===== config.mk =====
export PLATFORM = sky130hd
export DESIGN_NAME = decodificador
export DESIGN_NICKNAME = d
export VERILOG_FILES = /design/src/rtl/riscv_pkg.sv /design/src/rtl/gerador_imediato.sv /design/src/rtl/decodificador.sv
export SDC_FILE = /design/constraint.sdc
export NUM_CORES = 1
export LEC_CHECK = 0
export ABC_AREA = 1
export CORE_AREA = 2 2 156 158
export CTS_BUF_LIST = sky130_fd_sc_hd__clkbuf_4
export DETAILED_ROUTE_END_ITERATION = 6
export DIE_AREA = 0 0 158 160
export GPL_TIMING_DRIVEN = 0
export PLACE_DENSITY = 0.77
export RECOVER_POWER = 100
export SLEW_MARGIN = 30
export SYNTH_ARGS = -nofsm -noshare
export SYNTH_HDL_FRONTEND = slang
export SYNTH_SLANG_ARGS = --single-unit

===== constraint.sdc =====
create_clock -name clk -period 5.18 [get_ports clk]
set_clock_uncertainty 0.15 [all_clocks]
set_input_delay 1.036 -clock clk [delete_from_list [all_inputs] [get_ports clk]]
set_output_delay 1.036 -clock clk [all_outputs]
set_load 0.02 [all_outputs]

===== src/rtl/riscv_pkg.sv =====
// riscv_pkg: shared RV32I decode definitions.
//   - opcode constants for the nine base-ISA major opcodes
//   - alu_op_e: ALU operation code carried to execute (4 bits)
//   - imm_type_e: immediate format selector
//   - id_ex_t: payload of the ID/EX pipeline register
//   - helpers: ALU op from funct3/funct7[5], immediate format from opcode
package riscv_pkg;

  localparam int unsigned DATA_W = 32;

  localparam logic [6:0] OPC_LOAD   = 7'b0000011;
  localparam logic [6:0] OPC_OP_IMM = 7'b0010011;
  localparam logic [6:0] OPC_AUIPC  = 7'b0010111;
  localparam logic [6:0] OPC_STORE  = 7'b0100011;
  localparam logic [6:0] OPC_OP     = 7'b0110011;
  localparam logic [6:0] OPC_LUI    = 7'b0110111;
  localparam logic [6:0] OPC_BRANCH = 7'b1100011;
  localparam logic [6:0] OPC_JALR   = 7'b1100111;
  localparam logic [6:0] OPC_JAL    = 7'b1101111;

  typedef enum logic [3:0] {
    ALU_ADD    = 4'd0,
    ALU_SUB    = 4'd1,
    ALU_SLL    = 4'd2,
    ALU_SLT    = 4'd3,
    ALU_SLTU   = 4'd4,
    ALU_XOR    = 4'd5,
    ALU_SRL    = 4'd6,
    ALU_SRA    = 4'd7,
    ALU_OR     = 4'd8,
    ALU_AND    = 4'd9,
    ALU_PASS_B = 4'd10
  } alu_op_e;

  typedef enum logic [2:0] {
    IMM_NONE = 3'd0,
    IMM_I    = 3'd1,
    IMM_S    = 3'd2,
    IMM_B    = 3'd3,
    IMM_U    = 3'd4,
    IMM_J    = 3'd5
  } imm_type_e;

  typedef struct packed {
    logic [DATA_W-1:0] pc;
    logic [DATA_W-1:0] rs1_val;
    logic [DATA_W-1:0] rs2_val;
    logic [DATA_W-1:0] imm;
    logic [4:0]        rd;
    alu_op_e           alu_op;
    logic              alu_src_imm;
    logic              reg_wr;
    logic              mem_rd;
    logic              mem_wr;
    logic              branch;
    logic              jump;
    logic              illegal;
    logic [2:0]        funct3;
  } id_ex_t;

  // funct7[5] selects SUB only for register-register ops; it selects SRA
  // for both OP and OP-IMM (SRAI).
  function automatic alu_op_e alu_decode(input logic [2:0] f3,
                                         input logic       f7b5,
                                         input logic       is_op);
    alu_op_e op;
    unique case (f3)
      3'd0:    op = (is_op && f7b5) ? ALU_SUB : ALU_ADD;
      3'd1:    op = ALU_SLL;
      3'd2:    op = ALU_SLT;
      3'd3:    op = ALU_SLTU;
      3'd4:    op = ALU_XOR;
      3'd5:    op = f7b5 ? ALU_SRA : ALU_SRL;
      3'd6:    op = ALU_OR;
      default: op = ALU_AND;
    endcase
    return op;
  endfunction

  function automatic imm_type_e imm_type_of(input logic [6:0] opcode);
    imm_type_e t;
    unique case (opcode)
      OPC_LOAD, OPC_OP_IMM, OPC_JALR: t = IMM_I;
      OPC_STORE:                      t = IMM_S;
      OPC_BRANCH:                     t = IMM_B;
      OPC_LUI, OPC_AUIPC:             t = IMM_U;
      OPC_JAL:                        t = IMM_J;
      default:                        t = IMM_NONE;
    endcase
    return t;
  endfunction

endpackage


===== src/rtl/gerador_imediato.sv =====
// gerador_imediato: combinational RV32I immediate generator.
//   instr : 32-bit instruction word
//   imm   : sign-extended immediate (0 for formats without one);
//           shift-immediates are consumed from imm[4:0] downstream
module gerador_imediato
  import riscv_pkg::*;
(
  input  logic [31:0] instr,
  output logic [31:0] imm
);

  imm_type_e imm_type;

  always_comb begin
    imm_type = imm_type_of(instr[6:0]);
    imm      = '0;
    unique case (imm_type)
      IMM_I:   imm = {{20{instr[31]}}, instr[31:20]};
      IMM_S:   imm = {{20{instr[31]}}, instr[31:25], instr[11:7]};
      IMM_B:   imm = {{19{instr[31]}}, instr[31], instr[7], instr[30:25],
                      instr[11:8], 1'b0};
      IMM_U:   imm = {instr[31:12], 12'h000};
      IMM_J:   imm = {{11{instr[31]}}, instr[31], instr[19:12], instr[20],
                      instr[30:21], 1'b0};
      default: imm = '0;
    endcase
  end

endmodule


===== src/rtl/decodificador.sv =====
// decodificador: RV32I decode stage with ID/EX pipeline register.
//   clk, rst          : clock, synchronous active-high reset
//   if_valid/if_ready : fetch handshake; if_instr/if_pc instruction and address
//   rs1, rs2          : regfile read addresses (combinational from if_instr)
//   read1, read2      : regfile read data
//   wb_wr/wb_rd/wb_data : writeback port, forwarded into decode when BYPASS_WB
//   flush             : redirect from EX, kills decode and blocks acceptance
//   ex_valid/ex_ready : ID/EX handshake; ex_* registered decoded instruction
module decodificador
  import riscv_pkg::*;
#(
  parameter int unsigned XLEN      = 32,
  parameter bit          BYPASS_WB = 1'b1
) (
  input  logic            clk,
  input  logic            rst,
  input  logic            if_valid,
  output logic            if_ready,
  input  logic [31:0]     if_instr,
  input  logic [XLEN-1:0] if_pc,
  output logic [4:0]      rs1,
  output logic [4:0]      rs2,
  input  logic [XLEN-1:0] read1,
  input  logic [XLEN-1:0] read2,
  input  logic            wb_wr,
  input  logic [4:0]      wb_rd,
  input  logic [XLEN-1:0] wb_data,
  input  logic            flush,
  output logic            ex_valid,
  input  logic            ex_ready,
  output logic [XLEN-1:0] ex_pc,
  output logic [XLEN-1:0] ex_rs1_val,
  output logic [XLEN-1:0] ex_rs2_val,
  output logic [XLEN-1:0] ex_imm,
  output logic [4:0]      ex_rd,
  output logic [3:0]      ex_alu_op,
  output logic            ex_alu_src_imm,
  output logic            ex_reg_wr,
  output logic            ex_mem_rd,
  output logic            ex_mem_wr,
  output logic            ex_branch,
  output logic            ex_jump,
  output logic            ex_illegal,
  output logic [2:0]      ex_funct3
);

  logic [6:0]  opcode;
  logic [2:0]  funct3;
  logic [4:0]  rd;
  logic        f7b5;
  logic [31:0] imm;
  logic        uses_rs1;
  logic        uses_rs2;
  logic        hazard;
  logic        load;
  id_ex_t      dec;
  id_ex_t      ex_d, ex_q;
  logic        ex_valid_d, ex_valid_q;

  assign opcode = if_instr[6:0];
  assign rd     = if_instr[11:7];
  assign funct3 = if_instr[14:12];
  assign rs1    = if_instr[19:15];
  assign rs2    = if_instr[24:20];
  assign f7b5   = if_instr[30];

  gerador_imediato u_imm (
    .instr (if_instr),
    .imm   (imm)
  );

  // Load-use: a load sitting in ID/EX cannot feed this instruction yet.
  always_comb begin
    uses_rs1 = !(opcode == OPC_LUI || opcode == OPC_AUIPC || opcode == OPC_JAL);
    uses_rs2 = (opcode == OPC_OP || opcode == OPC_STORE || opcode == OPC_BRANCH);
    hazard   = ex_valid_q && ex_q.mem_rd && (ex_q.rd != 5'd0) &&
               ((uses_rs1 && ex_q.rd == rs1) || (uses_rs2 && ex_q.rd == rs2));
  end

  assign if_ready = (!ex_valid_q || ex_ready) && !hazard && !flush;
  assign load     = if_valid && if_ready;

  always_comb begin
    dec             = '0;
    dec.pc          = if_pc;
    dec.imm         = imm;
    dec.funct3      = funct3;
    dec.alu_op      = ALU_ADD;

    if (rs1 == 5'd0)
      dec.rs1_val = '0;
    else if (BYPASS_WB && wb_wr && wb_rd == rs1)
      dec.rs1_val = wb_data;
    else
      dec.rs1_val = read1;

    if (rs2 == 5'd0)
      dec.rs2_val = '0;
    else if (BYPASS_WB && wb_wr && wb_rd == rs2)
      dec.rs2_val = wb_data;
    else
      dec.rs2_val = read2;

    unique case (opcode)
      OPC_OP: begin
        dec.reg_wr = 1'b1;
        dec.alu_op = alu_decode(funct3, f7b5, 1'b1);
      end
      OPC_OP_IMM: begin
        dec.reg_wr      = 1'b1;
        dec.alu_src_imm = 1'b1;
        dec.alu_op      = alu_decode(funct3, f7b5, 1'b0);
      end
      OPC_LOAD: begin
        dec.mem_rd      = 1'b1;
        dec.reg_wr      = 1'b1;
        dec.alu_src_imm = 1'b1;
      end
      OPC_STORE: begin
        dec.mem_wr      = 1'b1;
        dec.alu_src_imm = 1'b1;
      end
      OPC_BRANCH: begin
        dec.branch = 1'b1;
        dec.alu_op = ALU_SUB;
      end
      OPC_JAL, OPC_JALR: begin
        dec.jump   = 1'b1;
        dec.reg_wr = 1'b1;
      end
      OPC_LUI: begin
        dec.reg_wr      = 1'b1;
        dec.alu_op      = ALU_PASS_B;
        dec.alu_src_imm = 1'b1;
      end
      OPC_AUIPC: begin
        dec.reg_wr      = 1'b1;
        dec.alu_src_imm = 1'b1;
      end
      default: dec.illegal = 1'b1;
    endcase

    dec.rd = dec.reg_wr ? rd : 5'd0;
  end

  // Priority: flush, then new load, then stall-hold, else drain to empty.
  always_comb begin
    ex_d       = ex_q;
    ex_valid_d = ex_valid_q;
    if (flush) begin
      ex_valid_d = 1'b0;
    end else if (load) begin
      ex_valid_d = 1'b1;
      ex_d       = dec;
    end else if (!(ex_valid_q && !ex_ready)) begin
      ex_valid_d = 1'b0;
    end
  end

  always_ff @(posedge clk) begin
    if (rst) begin
      ex_valid_q <= 1'b0;
      ex_q       <= '0;
    end else begin
      ex_valid_q <= ex_valid_d;
      ex_q       <= ex_d;
    end
  end

  assign ex_valid       = ex_valid_q;
  assign ex_pc          = ex_q.pc;
  assign ex_rs1_val     = ex_q.rs1_val;
  assign ex_rs2_val     = ex_q.rs2_val;
  assign ex_imm         = ex_q.imm;
  assign ex_rd          = ex_q.rd;
  assign ex_alu_op      = ex_q.alu_op;
  assign ex_alu_src_imm = ex_q.alu_src_imm;
  assign ex_reg_wr      = ex_q.reg_wr;
  assign ex_mem_rd      = ex_q.mem_rd;
  assign ex_mem_wr      = ex_q.mem_wr;
  assign ex_branch      = ex_q.branch;
  assign ex_jump        = ex_q.jump;
  assign ex_illegal     = ex_q.illegal;
  assign ex_funct3      = ex_q.funct3;

endmodule


* After elaboration in Yosys (flattened, before gate mapping)
Cells that the tools add are included. W data, S select, Z words.
Operators by class: equality and inequality tests 25, mux-type cells 21, bitwise gates (word level) 1, reduce and logical (&&, ||, !) cells 34
Operators with widths (count):
- $pmux W32 S5 | 1
- $mux W32 | 4
- $pmux W4 S7 | 2
- $eq A7 B6 Y1 const B | 3
- $eq A7 B7 Y1 const B | 3
- $eq A5 B5 Y1 | 4
- $pmux W4 S4 | 1
- $eq A3 B3 Y1 const B | 5
- $pmux W3 S5 | 1
- $eq A7 B5 Y1 const B | 2
- $eq A3 B2 Y1 const B | 4
- $logic_and A1 B1 Y1 | 11
- $mux W1 | 11
- $logic_not A5 Y1 | 2
- $reduce_or A9 Y1 | 1
- $eq A7 B2 Y1 const B | 1
- $reduce_or A7 Y1 | 1
- $eq A3 B1 Y1 const B | 2
- $logic_or A1 B1 Y1 | 6
- $reduce_or A2 Y1 | 3
- $logic_not A1 Y1 | 5
- $mux W5 | 1
- $reduce_bool A5 Y1 | 1
- $reduce_or A5 Y1 | 1
- other kinds (5) | 5
Storage, ports and cells: bits in registers 148, bits of input ports 171, word-level logic and storage cells 96

* Depth between registers and ports, before layout
Gate-level depths: netlist (run 1).
depth after elaboration 12, mapped depth 15

* Cells and area by module
Synthesis (run 1) repeated with hierarchy kept, for this count alone.
Second synthesis, totals: cell total of the unflattened synthesis 1612, area total of the unflattened synthesis 9173.8 sq um
By module, submodules not included:
- decodificador | instances 1, cells each 1450, area each 8434.3 sq um, seq. area each 2962.8 sq um
- gerador_imediato | instances 1, cells each 162, area each 739.5 sq um, seq. area each 0.0 sq um

* Worst setup path after synthesis (run 1)
No wires, ideal clock.
path type in2out, from input if_instr[4], to output if_ready, arrival time 2.472 ns, slack 1.522 ns, cell stages on the path 13, path through inv_1 -> nand2_1 -> nor2_2 -> nand2_1 -> nand2_2 -> inv_2 -> nand2_1 -> nand2_1 -> nand2_2 -> buf_2 -> buf_4 -> nand2_1 -> nor2_1
On the way: word-level cells in the longest chain between the ends 10
Ends and longest elaborated chain:
- from (decl) | line decodificador.sv:19 | input logic [31:0] if_instr,
- $eq A7 B6 Y1 / $eq A7 B5 Y1 (equally long branches) | line decodificador.sv:74 | uses_rs1 = !(opcode == OPC_LUI || opcode == OPC_AUIPC || opcode == OPC_JAL);
- $logic_or A1 B1 Y1 (2 in a row) | line decodificador.sv:74
- $logic_not A1 Y1 | line decodificador.sv:74
- $logic_and A1 B1 Y1 | line decodificador.sv:77 | ((uses_rs1 && ex_q.rd == rs1) || (uses_rs2 && ex_q.rd == rs2));
- $logic_or A1 B1 Y1 * | line decodificador.sv:77
- $logic_and A1 B1 Y1 * | line decodificador.sv:76 | hazard = ex_valid_q && ex_q.mem_rd && (ex_q.rd != 5'd0) &&
- $logic_not A1 Y1 * | line decodificador.sv:80 | assign if_ready = (!ex_valid_q || ex_ready) && !hazard && !flush;
- $logic_and A1 B1 Y1 * (2 in a row) | line decodificador.sv:80
- to (decl) | line decodificador.sv:18 | output logic if_ready,
Every way passes the cells marked *; elsewhere a longest branch is shown, timed or not.

* Final worst setup path (run 1)
from input if_instr[2], to output if_ready
The elaborated chain is that of the path after synthesis.

==> results.txt, run 1 <==
----------------------------------------------------
[Power]
  Combinational share of power ... 27.1%
  Leakage dissipation ... 6.756 nW
  Switching part of the total power ... 35.49%
  Sequential power share ... 43.8%
  Power dissipated by switching net loads ... roughly 1000 uW
  Maximum VDD drop ... 138.2 uV
  Cell Int Power ... 1.810 mW
  Total power per unit cell area ... 216.8 nW/um^2
  Portion of total power attributed to the clock network ... 29.1%

[Drt]
  Total number of vias ... around 11k
  DRC viols ... 0
  Number of DRC markers after the initial detailed-route iteration ... 893
  Final wirelength ... 37.44 mm
  Post-DR vias/cell ... just under 5
  Number of nets still failing antenna checks after routing ... 0
  Iteration count of the initial detailed-routing pass ... 5
  Routed len/inst ... 16.78 um

[Layout]
  Total number of nets in the final design ... roughly 2.1k
  Combined flip-flop and latch cell area ... 2963 um^2
  Total area of multi-input combinational cells ... 4364 um^2
  End-of-flow core utilization ... 54.32%
  Fill cell count ... approximately 2.5k
  Fraction of layout cells with a size suffix above 1 ... approximately 3.6%
  Layout overhead on the synthesized area ... 43.26%
  Post-route insts no fill ... 2232

[Placed design]
  Number of instances in the placed design ... 2199
  Final weighted congestion in routability-driven placement ... 0.9164
  Pre-CTS setup slack ... 0.1148 ns
  Count of port buffers added during placement ... ~330
  Sum of net half-perimeters after detailed placement ... 29.32 mm

[Die]
  Die Outline Area ... 25280 um^2
  Horiz. Die Dim ... 158 um
  Number of top-level pins ... 330
  Die span in y ... 160 um
  Core region area ... 23820 um^2
  Starting density of the core ... between 30% and 40%
  Number of rows in the core area ... 57

[Global routing]
  Overall overflow remaining after global route ... 0
  Initial antenna violation count ... 1
  GRT Resource Usage Total ... between 20 and 30%
  Largest net degree at the start of global routing ... 17
  First-pass GRT wire length ... 55.80 mm
  Vias in the first global route ... 10.18k

[Timing]
  Worst slew pin tran ... 0.8184 ns
  Final Hold Viols ... 0
  Count of pins over their slew limit ... 0
  Clock period minus final worst setup slack ... between 4 and 5 ns
  Slew Limit Headroom ... between 40 and 50%
  Setup TNS Final ... 0 ns
  Setup repair after global routing missed its margin ... no
  Fin worst setup slack ... roughly 0.19 ns
  Maximum clock frequency ... 200.5 MHz
  Final clock period utilization by the worst path ... 96.26%
  Setup Viol. Count Final ... 0

[Min path]
  Type of the worst min-delay path ... reg2reg

[Synth]
  Post-Syn Instances ... 1547
  Post-synthesis sequential area ratio ... 32.80%
  Number of flip-flops and latches in the synthesized netlist ... 148
  Number of warnings reported in the yosys synthesis log ... 0
  Post-Syn Area per Cell ... 5.839 um^2
  Post-Syn Nets ... 1718
  Number of distinct library cells after synthesis ... 22
  Cell area after synthesis ... 9032 um^2

[Status]
  Result of the run ... completed

[Setup path]
  Setup CP Type ... in2out
  Kind of end point of the critical path ... output port
  Critical path data arrival time ... 3.80 ns
  CP startpoint kind ... input pin
  CP Data Required Time ... roughly 4 ns
  Largest fanout on the critical path ... 10

[Clock tree]
  Clock latency on the worst-skew pair ... 0.57 ns
  Clock buffer depth ... 2
  Clock-pin slew of the registers on the worst-case setup and hold paths ... around 0.12 ns
  Clk Tree Root Cell ... clkbuf_4
  Clock tree from TritonCTS ... built
  Clock buffer count from CTS ... 17
  Number of levels the H-tree was split into ... 4
  CTS sink cnt ... 148

[Flow run]
  Reported max-cap violation count ... 0

----------------------------------------------------
[cell usage in the layout (no fill, tap or decap), types with 17 or more instances in the layout]
cell             instances
nand4_1                162
nor2_1                 182
nand2_1                443
dlygate4sd3_1          161
clkbuf_1                87
dfxtp_1                148
clkdlybuf4s50_1        167
nand3_1                124
inv_1                  284
clkbuf_4                17
a21oi_1                 53
[critical path, cell delays in order]
cell	delay, ns
clkdlybuf4s50_1	0.60
nand2_1	0.08
nor2_1	0.25
nand2_1	0.15
nand2_2	0.18
inv_2	0.04
nand2_1	0.06
nand2_1	0.06
nand2_2	0.16
buf_4	0.24
buf_4	0.19
nand2_1	0.06
nor2_1	0.09
clkdlybuf4s50_1	0.61
[flip-flops by register name, summed over array words and instances (netlist names), 3 cells and up]
signal / cells
ex_imm: 32
ex_pc: 32
ex_rs1_val: 32
ex_rs2_val: 32
ex_rd: 5
ex_funct3: 3
ex_alu_op: 4
[kinds of logic (layout without fill, tap and decap cells)]
family                    Yosys count  after routing  share of synthesized area (%)
and+or+nand+nor                   919            919                          44.67
buffers and inverters             416            775                          18.85
xor gates and xnor gates            2              2                         0.1940
other                               0              2                              0
DFF                               148            148                          32.80
AOI/OAI and AO/OA                  62             62                          3.477
[worst paths after layout]
path	end	cells after the start	slack, ns	start
worst min-delay path	ex_imm[1]	2	0.32	ex_imm[1]
worst max-delay path	if_ready	14	0.19	if_instr[2]
worst min register to register	ex_imm[1]	2	0.32	ex_imm[1]
worst max register to register	ex_imm[27]	14	2.29	ex_rd[4]
[cell usage after synthesis]
library cell	instances	area share, %
nor2_2	1	0.069
xnor2_1	2	0.19
nand3_1	123	6.8
nor3_1	1	0.055
nor3_2	1	0.11
o221ai_1	1	0.097
dfxtp_1	148	33
nand3_2	1	0.11
clkbuf_1	71	3.0
inv_2	16	0.66
buf_2	14	0.78
nand4_1	162	11
or2_2	1	0.069
o21ai_0	8	0.44
buf_6	9	1.1
nor2_1	183	7.6
nand2_2	3	0.21
a21oi_1	53	2.9
buf_4	15	1.2
inv_1	284	12
nand2_1	443	18
buf_1	7	0.29
[through the flow]
step	hold slack (ns)	power (mW)	cell area, um^2
finish	0.3169	2.806	12940
global route	0.3437	2.930	12940
CTS	0.3237	2.844	13010
detailed placement	0.3067	2.039	12720
global placement	0.2991	2.031	12720
floorplan	0.3868	1.644	9032
[layout make-up]
class	count	share of cell area, %
inverter	300	8.702
multi-input combinational	983	33.73
clock buffer	17	0.9863
buffer	116	3.868
sequential	148	22.90
timing repair buffer	328	25.37
antenna	2	0.03868
tap	324	3.133
clock inverter	14	1.276
[per-layer routing]
layer / GRT usage, % / up-vias / wire length (um)
met5: 0 / - / 0
met4: 11.30 / 0 / 1315
met3: 6.214 / 83 / 3128
met2: 49.07 / 544 / 17430
met1: 35.19 / 4828 / 15570
li1: - / 5475 / -
[power groups by stage]
stage	clock network [mW]	registers [mW]	logic, mW
global placement	0	1.25	0.776
detailed placement	0	1.26	0.781
finish	0.816	1.23	0.759
CTS	0.825	1.23	0.787
global route	0.866	1.24	0.827
floorplan	0	1.33	0.316
[timing repair]
action                                  CTS  global route
hold buffers                              0             0
resized for setup                         0             3
endpoints found under the setup margin    0             1
setup buffers                             0             0
hold endpoints to repair                  0             0
Note: power is estimated with default switching activity, not from simulation.
==> run 2, diff against run 1 <==
--- a/config.mk
+++ b/config.mk
@@ -11,6 +11,7 @@
 export DETAILED_ROUTE_END_ITERATION = 6
 export DIE_AREA = 0 0 158 160
 export GPL_TIMING_DRIVEN = 0
+export MAX_ROUTING_LAYER = met4
 export PLACE_DENSITY = 0.77
 export RECOVER_POWER = 100
 export SLEW_MARGIN = 30
==> run 2 against run 1 <==
Against the previous run:
- first-iteration DRC count is 16% lower
- sequential cell count stayed put
- fmax is 0.52% lower
- combinational power hardly changed
- largest cell class unchanged
==> results.txt, run 2 (synthesis results as in run 1) <==
----------------------------------------------------
[Setup path]
  Kind of end point of the critical path ... output port (unchanged)
  CP Data Required Time ... 3.99 ns (about the same)
  CP dominant cell by count ... nand2_1 (unchanged)
  Crit-path cells ... clkdlybuf4s50_1 -> nand2_1 -> nor2_2 -> nand2_1 -> nand2_2 -> inv_2 -> nand2_1 -> nand2_1 -> nand2_2 -> clkbuf_4 -> buf_4 -> nand2_1 -> nor2_1 -> clkdlybuf4s50_1 (was clkdlybuf4s50_1 -> nand2_1 -> nor2_1 -> nand2_1 -> nand2_2 -> inv_2 -> nand2_1 -> nand2_1 -> nand2_2 -> buf_4 -> buf_4 -> nand2_1 -> nor2_1 -> clkdlybuf4s50_1)
  Setup CP Type ... in2out (unchanged)
  Family with the most delay on the worst path ... buffers and inverters (unchanged)
  Worst r2r src ... ex_rd[4] (unchanged)
  Worst setup slack for register-to-register paths ... 2.27 ns (was 2.29 ns)
  CP max stage delay ... 0.62 ns (was 0.61 ns)
  Largest fanout on the critical path ... 10 (unchanged)
  CP startpoint kind ... input pin (unchanged)
  Reg2Reg Depth ... 14 (unchanged)
  Worst r2r dst ... ex_imm[29] (was ex_imm[27])
  Critical-path cell with the highest stage delay ... clkdlybuf4s50_1 (unchanged)
  Critical path data arrival time ... 3.83 ns (was 3.80 ns)
  Worst Path Buf+Inv ... 5 (unchanged)

[Min path]
  Worst hold path startpoint ... ex_imm[31] (was ex_imm[1])
  Cell count of the worst hold path ... 2 (unchanged)
  Type of the worst min-delay path ... reg2reg (unchanged)
  Hold Path End ... ex_imm[31] (was ex_imm[1])

[Global routing]
  Initial antenna violation count ... 2 (was 1)
  Largest net degree at the start of global routing ... 18 (was 17)
  GRT Resource Usage Total ... 29.88% (was 28.80%)
  First-pass GRT wire length ... 56.35 mm (was 55.80 mm)
  Overall overflow remaining after global route ... 0 (unchanged)
  Vias in the first global route ... 10.54k (was 10.18k)

[Die]
  Horiz. Die Dim ... 158 um (unchanged)
  Number of top-level pins ... 330 (unchanged)
  Die Outline Area ... 25280 um^2 (unchanged)
  Starting density of the core ... 37.92% (unchanged)
  Core region area ... 23820 um^2 (unchanged)
  Die span in y ... 160 um (unchanged)
  Number of rows in the core area ... 57 (unchanged)

[Timing]
  Slew Limit Headroom ... 46.51% (was 45.44%)
  Maximum clock frequency ... 199.5 MHz (was 200.5 MHz)
  Fin worst setup slack ... 0.1672 ns (was 0.1935 ns)
  Setup repair after global routing missed its margin ... no (unchanged)
  Final clock period utilization by the worst path ... 96.77% (was 96.26%)
  Setup Viol. Count Final ... 0 (unchanged)
  Count of pins over their slew limit ... 0 (unchanged)
  Setup TNS Final ... 0 ns (unchanged)
  Worst slew pin tran ... 0.7994 ns (was 0.8184 ns)
  Clock period minus final worst setup slack ... 5.013 ns (was 4.987 ns)
  Final Hold Viols ... 0 (unchanged)

[Layout]
  Final Cell Area ... 12940 um^2 (unchanged)
  Most common cell after layout, fill and taps aside ... nand2_1 (unchanged)
  Total area of multi-input combinational cells ... 4367 um^2 (was 4364 um^2)
  Total number of nets in the final design ... 2065 (unchanged)
  Layout overhead on the synthesized area ... 43.26% (unchanged)
  Fill cell count ... 2443 (was 2467)
  Fraction of layout cells with a size suffix above 1 ... 3.513% (was 3.568%)
  Commonest cells after routing, fill and taps aside ... nand2_1 (443), inv_1 (284), nor2_1 (181), clkdlybuf4s50_1 (168), nand4_1 (162) (was nand2_1 (443), inv_1 (284), nor2_1 (182), clkdlybuf4s50_1 (167), nand4_1 (162))
  Combined flip-flop and latch cell area ... 2963 um^2 (unchanged)

[Placed design]
  Placed instance area ... 12720 um^2 (unchanged)
  Count of port buffers added during placement ... 328 (unchanged)
  Pre-CTS setup slack ... 0.09749 ns (was 0.1148 ns)
  Final weighted congestion in routability-driven placement ... 0.9250 (was 0.9164)
  Sum of net half-perimeters after detailed placement ... 29.58 mm (was 29.32 mm)

[Drt]
  Number of nets still failing antenna checks after routing ... 0 (unchanged)
  Iteration count of the initial detailed-routing pass ... 6 (was 5)
  DRC viols ... 0 (unchanged)
  Routed len/inst ... 16.88 um (was 16.78 um)
  Post-DR vias/cell ... 4.950 (was 4.897)
  Total number of vias ... 11.05k (was 10.93k)
  Number of DRC markers after the initial detailed-route iteration ... 750 (was 893)
  Final wirelength ... 37.69 mm (was 37.44 mm)

[Clock tree]
  Clock-pin slew of the registers on the worst-case setup and hold paths ... 0.15 ns (was 0.12 ns)
  Clock tree from TritonCTS ... built (unchanged)
  CTS sink cnt ... 148 (unchanged)
  Clock buffer count from CTS ... 17 (unchanged)
  Clock buffer depth ... 2 (unchanged)
  Number of levels the H-tree was split into ... 4 (unchanged)
  Buffers inserted by post-CTS timing repair ... 0 (unchanged)
  Clk Tree Root Cell ... clkbuf_4 (unchanged)
  Clock latency on the worst-skew pair ... 0.59 ns (was 0.57 ns)
  Post-cts repair resize count ... 0 (unchanged)
  Number of buffers added to fix hold violations after cts ... 0 (unchanged)

[Power]
  Maximum VDD drop ... 179.4 uV (was 138.2 uV)
  Total power per unit cell area ... 214.3 nW/um^2 (was 216.8 nW/um^2)
  Cell Int Power ... 1.737 mW (was 1.810 mW)
  Switching part of the total power ... 37.35% (was 35.49%)
  Sequential power share ... 44.4% (was 43.8%)
  Portion of total power attributed to the clock network ... 28.2% (was 29.1%)
  Power dissipated by switching net loads ... 1.036 mW (was 995.7 uW)
  Combinational share of power ... 27.4% (was 27.1%)
  Leakage dissipation ... 6.766 nW (was 6.756 nW)

[Status]
  Result of the run ... completed (unchanged)

[Flow run]
  Reported max-cap violation count ... 0 (unchanged)

----------------------------------------------------
-- run 2: area by class of cell --
| class | instances | share of cell area, % |
|---|---|---|
| Antenna cell | 2 | 0.03868 |
| Buffer | 116 | 3.906 |
| Clock buffer | 17 | 0.9863 |
| Clock inverter | 15 | 1.218 |
| Inverter | 300 | 8.702 |
| Multi-Input combinational cell | 983 | 33.75 |
| Sequential cell | 148 | 22.90 |
| Tap cell | 324 | 3.133 |
| Timing Repair Buffer | 328 | 25.37 |
-- run 2: layer usage --
layer | wire (um) | share of wire, % | vias to the layer above | GRT usage, %
met4 | 1131 | 3.0 | 0 | 9.746
met5 | 0 | 0 | - | -
li1 | - | - | 5482 | -
met1 | 15290 | 41 | 4975 | 35.26
met3 | 3521 | 9.3 | 74 | 6.594
met2 | 17740 | 47 | 523 | 50.26
-- run 2: power by group through the flow --
stage | sequential (mW) | clock (mW) | combinational [mW]
3_3_place_gp | 1.26 | 0 | 0.778
4_1_cts | 1.23 | 0.799 | 0.788
5_1_grt | 1.24 | 0.836 | 0.827
6_report | 1.23 | 0.782 | 0.760
2_1_floorplan | 1.33 | 0 | 0.316
3_5_place_dp | 1.26 | 0 | 0.783
-- run 2: metrics by stage --
stage	total power, mW	hold slack, ns	util, %	cells
global placement	2.034	0.2990	53.40	2199
finish	2.773	0.3216	54.32	2233
CTS	2.821	0.3257	54.60	2231
global route	2.900	0.3453	54.32	2233
floorplan	1.644	0.3868	-	1547
detailed placement	2.041	0.3055	53.40	2199
-- run 2: how the worst max path moves through the flow --
stage	from	end	slack, ns	depth (start not counted)
after floorplan	if_instr[4]	if_ready	1.52	13
after global placement	if_instr[2]	if_ready	0.13	14
after detailed placement	if_instr[2]	if_ready	0.1	14
after CTS	if_instr[2]	if_ready	0.1	14
after global routing	if_instr[5]	if_ready	0.01	14
final	if_instr[5]	if_ready	0.17	14
-- run 2: worst register-to-register path, cell delays in order, from the launching register on --
cell	delay, ns
dfxtp_1	0.46
inv_1	0.11
nand2_1	0.07
nand2_1	0.05
inv_1	0.04
nand3_1	0.05
nor2_1	0.13
nand2_1	0.06
nand2_1	0.07
nand2_2	0.13
nand3_1	0.15
clkbuf_1	0.55
clkbuf_1	0.56
nand2_1	0.11
a21oi_1	0.17
==> run 3, diff against run 2 <==
--- a/config.mk
+++ b/config.mk
@@ -14,6 +14,7 @@
 export MAX_ROUTING_LAYER = met4
 export PLACE_DENSITY = 0.77
 export RECOVER_POWER = 100
+export SKIP_CTS_REPAIR_TIMING = 1
 export SLEW_MARGIN = 30
 export SYNTH_ARGS = -nofsm -noshare
 export SYNTH_HDL_FRONTEND = slang
==> results of run 3 <==
Final layout, timing and power as in run 2 (identical DEF).
